===== src/rtl/shift_mult_ctrl_if.sv =====
// Operand/result handshake and shifter-control bundle for shift_mult_ctrl.
// The controller connects through the slave modport; the operand source / shifter side uses master.
interface shift_mult_ctrl_if #(
    parameter int WIDTH   = 4,
    parameter int SHIFT_W = 2
);
    logic                 start;
    logic [WIDTH-1:0]     a;
    logic [WIDTH-1:0]     b;
    logic                 ready;
    logic                 busy;
    logic [WIDTH-1:0]     sh_in;
    logic [SHIFT_W-1:0]   sh_shift;
    logic [2*WIDTH-1:0]   sh_out;
    logic [2*WIDTH-1:0]   product;
    logic                 valid;
    logic                 ack;

    modport slave (
        input  start, a, b, sh_out, ack,
        output ready, busy, sh_in, sh_shift, product, valid
    );

    modport master (
        output start, a, b, sh_out, ack,
        input  ready, busy, sh_in, sh_shift, product, valid
    );
endinterface


===== src/rtl/shift_mult_ctrl.sv =====
// Shift-and-add multiplier controller driving an external combinational left-shifter.
// Optional MULT_EARLY_EXIT_EN: finish as soon as no higher multiplier bits remain set.
module shift_mult_ctrl #(
    parameter int WIDTH   = 4,
    parameter int SHIFT_W = 2
) (
    input  logic             clk,
    input  logic             rst,
    shift_mult_ctrl_if.slave bus
);
    typedef enum logic [1:0] {
        S_IDLE = 2'd0,
        S_BUSY = 2'd1,
        S_DONE = 2'd2
    } state_t;

    localparam logic [SHIFT_W-1:0] IDX_LAST = SHIFT_W'(WIDTH - 1);

    state_t               state_q, state_d;
    logic [WIDTH-1:0]     a_q, a_d;
    logic [WIDTH-1:0]     b_q, b_d;
    logic [SHIFT_W-1:0]   idx_q, idx_d;
    logic [2*WIDTH-1:0]   prod_q, prod_d;
    logic                 last_bit;

`ifdef MULT_EARLY_EXIT_EN
    // One extra bit so idx+1 cannot wrap when WIDTH is a power of two.
    logic [SHIFT_W:0]     idx_nx;
    assign idx_nx   = {1'b0, idx_q} + (SHIFT_W+1)'(1);
    assign last_bit = (idx_q == IDX_LAST) || ((b_q >> idx_nx) == '0);
`else
    assign last_bit = (idx_q == IDX_LAST);
`endif

    always_ff @(posedge clk) begin
        if (rst) begin
            state_q <= S_IDLE;
            a_q     <= '0;
            b_q     <= '0;
            idx_q   <= '0;
            prod_q  <= '0;
        end else begin
            state_q <= state_d;
            a_q     <= a_d;
            b_q     <= b_d;
            idx_q   <= idx_d;
            prod_q  <= prod_d;
        end
    end

    always_comb begin
        state_d = state_q;
        a_d     = a_q;
        b_d     = b_q;
        idx_d   = idx_q;
        prod_d  = prod_q;
        unique case (state_q)
            S_IDLE: begin
                if (bus.start) begin
                    a_d     = bus.a;
                    b_d     = bus.b;
                    idx_d   = '0;
                    prod_d  = '0;
                    state_d = S_BUSY;
                end
            end
            S_BUSY: begin
                if (b_q[idx_q]) begin
                    prod_d = prod_q + bus.sh_out;
                end
                if (last_bit) begin
                    state_d = S_DONE;
                end else begin
                    idx_d = idx_q + SHIFT_W'(1);
                end
            end
            S_DONE: begin
                if (bus.ack) begin
                    state_d = S_IDLE;
                end
            end
            default: state_d = S_IDLE;
        endcase
    end

    always_comb begin
        bus.ready    = (state_q == S_IDLE);
        bus.busy     = (state_q == S_BUSY);
        bus.valid    = (state_q == S_DONE);
        bus.sh_in    = (state_q == S_BUSY) ? a_q : '0;
        bus.sh_shift = (state_q == S_BUSY) ? idx_q : '0;
        bus.product  = prod_q;
    end
endmodule


===== src/flat_wrapper.sv =====
// flat-port wrapper written by rule: the top's interface ports become plain ports
module shift_mult_ctrl_flat 
#(
    parameter int WIDTH   = 4,
    parameter int SHIFT_W = 2
)
  (clk, rst, bus_start, bus_a, bus_b, bus_sh_out, bus_ack, bus_ready, bus_busy, bus_sh_in, bus_sh_shift, bus_product, bus_valid);
  shift_mult_ctrl_if #(.WIDTH(WIDTH), .SHIFT_W(SHIFT_W)) bus_i ();
  input  logic clk;
  input  logic rst;
  input wire logic [$bits(bus_i.start)-1:0] bus_start;
  input wire logic [$bits(bus_i.a)-1:0] bus_a;
  input wire logic [$bits(bus_i.b)-1:0] bus_b;
  input wire logic [$bits(bus_i.sh_out)-1:0] bus_sh_out;
  input wire logic [$bits(bus_i.ack)-1:0] bus_ack;
  output wire logic [$bits(bus_i.ready)-1:0] bus_ready;
  output wire logic [$bits(bus_i.busy)-1:0] bus_busy;
  output wire logic [$bits(bus_i.sh_in)-1:0] bus_sh_in;
  output wire logic [$bits(bus_i.sh_shift)-1:0] bus_sh_shift;
  output wire logic [$bits(bus_i.product)-1:0] bus_product;
  output wire logic [$bits(bus_i.valid)-1:0] bus_valid;
  assign bus_i.start = bus_start;
  assign bus_i.a = bus_a;
  assign bus_i.b = bus_b;
  assign bus_i.sh_out = bus_sh_out;
  assign bus_i.ack = bus_ack;
  assign bus_ready = bus_i.ready;
  assign bus_busy = bus_i.busy;
  assign bus_sh_in = bus_i.sh_in;
  assign bus_sh_shift = bus_i.sh_shift;
  assign bus_product = bus_i.product;
  assign bus_valid = bus_i.valid;
  shift_mult_ctrl #(.WIDTH(WIDTH), .SHIFT_W(SHIFT_W)) u_core (.clk(clk), .rst(rst), .bus(bus_i));
endmodule

===== config.mk =====
export PLATFORM = sky130hd
export DESIGN_NAME = shift_mult_ctrl_flat
export DESIGN_NICKNAME = d
export VERILOG_FILES = /design/src/rtl/shift_mult_ctrl_if.sv /design/src/rtl/shift_mult_ctrl.sv /design/src/flat_wrapper.sv
export SDC_FILE = /design/constraint.sdc
export NUM_CORES = 1
export LEC_CHECK = 0
export CAP_MARGIN = 20
export CORE_AREA = 2 2 53 55
export DETAILED_ROUTE_END_ITERATION = 16
export DIE_AREA = 0 0 55 57
export GPL_TIMING_DRIVEN = 0
export PLACE_DENSITY_LB_ADDON = 0.12
export SYNTH_ARGS = -nofsm -noshare
export SYNTH_HDL_FRONTEND = slang
export SYNTH_SLANG_ARGS = --single-unit
export TNS_END_PERCENT = 50

===== constraint.sdc =====
create_clock -name clk -period 6.47 [get_ports clk]
set_input_delay 1.6175 -clock clk [delete_from_list [all_inputs] [get_ports clk]]
set_output_delay 1.6175 -clock clk [all_outputs]
set_load 0.03 [all_outputs]

==> flow_summary_export.csv <==
group,metric,value,unit
sta,relSlewSlack,0.667,
yosys,async_flop_share,0,
worst_setup_path,arrival,2280,ps
die,initial_core_util,0.428,
finish,num_antenna_cells,0,
yosys,syn_nets,161,
yosys,synthTopCellsByCount,"nand2_1, dfxtp_1, a21oi_1",
sta,clock.fmax,257,MHz
routing,via_count,1046,
outcome,status,"finished clean",
sta,finalHoldWorstSlack,457,ps
sta,setup_tns,0,ps
clock_network,clkTransAtPathRegs,120,ps
routing,antenna_left,0,
yosys,ys_seq_area_frac,0.358,
global_routing,antenna_found_initial,0,
place,hpwl,1.89,mm
clock_network,numCtsBuffers,3,
yosys,yosys_warnings,0,
yosys,synth_edf_count,0,
clock_network,postCtsSetupRepairBufs,0,
clock_network,cts_resized,0,
routing,dr.pass1.iters,4,
routing,vias_per_cell,5.18,
yosys,ys_seq_elements,20,
global_routing,grt_pass1_wl,3.86,mm
finish,syn_to_final_growth,39.5,%
worst_setup_path,worstSetupPathType,"flip-flop to output port",
power,powerDensity,191,mW/mm2
sta,worstMarginPinSlew,499,ps
yosys,yosys.area.top_type,"dfxtp_1",
job,maxCapViolations,0,
global_routing,track_usage,0.166,
sta,min_period,3890,ps
worst_setup_path,critPathRequiredTime,4850,ps
sta,final_max_slew_viol_count,0,
power,total_power,0.000297,W
worst_setup_path,end_kind,"output port",
power,peakVddDrop,0.000207,V
die,die_h,57,um
routing,totalWireLength,2.49,mm
yosys,postSynthCellCount,132,
die,pin_count,37,
power,power.leakage,0.617,nW
routing,drc_errors,0,
global_routing,grt_pass1_vias,946,
yosys,synthFlopType,"dfxtp_1",
die,core.rowCount,19,
sta,finalSetupViolCount,0,
finish,finalInstanceArea,0.00156,mm2
die,core_area,0.00262,mm2
min_path,min-delay-path-class,"flip-flop to flip-flop",
place,placedInstanceArea,0.00151,mm2
clock_network,cts-root-buf,"clkbuf_4",
clock_network,clkSinkCount,20,
routing,wl_per_cell,12.3,um
yosys,ys_types,35,
clock_network,clock_latency,300,ps
sta,hold_viol_final,0,
die,die_area,0.00314,mm2
yosys,synth.area.top_cells,"dfxtp_1, ha_1, nand2_1",
finish,drive_gt1_frac,0.0760,
place,pre_cts_ws,2760,ps
yosys,syn-cell-area,0.00112,mm2
global_routing,grt_max_degree,13,
yosys,synth.avg_cell_area,8.47,um2
sta,setup_slack,2580,ps
clock_network,cts_tree,"done",
clock_network,cts-hold-fix-buffers,0,
sta,period_share,0.602,
clock_network,htreeDepth,1,
worst_setup_path,critPathMaxFanout,10,
global_routing,overflow,0,
sta,rsz0062_at_grt,"false",
finish,nets,201,
die,die_x,55,um
clock_network,cts.path.max_buffers,2,
routing,drtIter0Drc,23,
place,place.gp.congestion,0.828,
sta,clock_skew,5.75,ps
worst_setup_path,start_kind,"flip-flop",
yosys,synth_top_area_frac,0.358,
place,portBuffers,35,
yosys,yosysMostFrequentCell,"nand2_1",
finish,fillers,248,
==> worst paths after layout <==
path | from | end | slack (ps) | depth (start not counted)
worst max-delay path | u_core.state_q[0] | bus_sh_shift[0] | 2580 | 5
worst min-delay path | u_core.a_q[2] | u_core.a_q[2] | 460 | 2
worst max register to register | u_core.bus.product[0] | u_core.bus.product[6] | 4450 | 7
worst min register to register | u_core.a_q[2] | u_core.a_q[2] | 460 | 2
==> kinds of logic after synthesis <==
logic type | count (synthesis) | synth area share
AND/OR/NAND/NOR | 55 | 0.239
AO/OA/AOI/OAI | 37 | 0.224
flip-flops | 20 | 0.358
adder cells (fa/ha/maj) | 9 | 0.107
buffers and inverters | 6 | 0.0201
XOR/XNOR | 4 | 0.0313
multiplexers | 1 | 0.0201
==> per-stage QoR <==
step | std cells | utilization
final | 202 | 0.597
after global routing | 202 | 0.597
after CTS | 202 | 0.597
after detailed placement | 198 | 0.577
after global placement | 198 | 0.577
after floorplan | 132 | -
==> layout by cell type, fill, tap and decap left out, types with 2 or more instances in the layout <==
cell             Yosys  routed
dfxtp_1             20      20
a21oi_1             16      16
or3_1                3       3
and2_1               6       6
clkdlybuf4s50_1      0      35
o211ai_1             3       3
a22oi_1              2       2
ha_1                 8       8
a21o_1               2       2
o21ai_0              3       3
a211oi_1             2       2
clkbuf_1             3       3
clkbuf_4             0       3
nand2_1             25      25
xor2_1               2       2
a22o_2               2       2
xnor2_1              2       2
nor2_1              13      13
inv_1                2       2
==> final cells by class <==
type | instances | area, um2 | area share
clock buffer | 3 | 22.5 | 0.0144
buffer | 3 | 11.3 | 0.00722
sequential | 20 | 400 | 0.257
clock inverter | 1 | 30.0 | 0.0192
timing repair buffer | 35 | 350 | 0.225
multi-input combinational | 106 | 696 | 0.446
inverter | 3 | 11.3 | 0.00722
tap | 31 | 38.8 | 0.0249
==> worst max-delay path, stage by stage (launching register included) <==
cell	delay, ps
dfxtp_1	440
nand2b_1	170
clkinv_1	150
clkbuf_1	340
and2_2	210
clkdlybuf4s50_1	660
==> power by group <==
group	total (W)	leakage (nW)	internal [W]	switching (W)
Sequential	0.000133	0.163	0.000129	0.00000421
Clock	0.000103	0.0279	0.0000626	0.0000399
Combinational	0.0000620	0.426	0.0000297	0.0000323
==> layer usage <==
metal / routed length (um) / vias to the layer above / GRT usage / part of all wire
met5: 0 / - / 0 / 0
met4: 27 / 0 / 0.0523 / 0.011
met3: 66 / 4 / 0.0236 / 0.027
met2: 1260 / 16 / 0.296 / 0.51
met1: 1140 / 483 / 0.197 / 0.46
li1: - / 543 / - / -
==> registers in the layout (all words and copies together), names as in the netlist <==
name,flops
u_core.bus.product,8
u_core.b_q,4
u_core.state_q,2
u_core.idx_q,2
u_core.a_q,4
No activity file was read; power rests on OpenSTA's default activity.
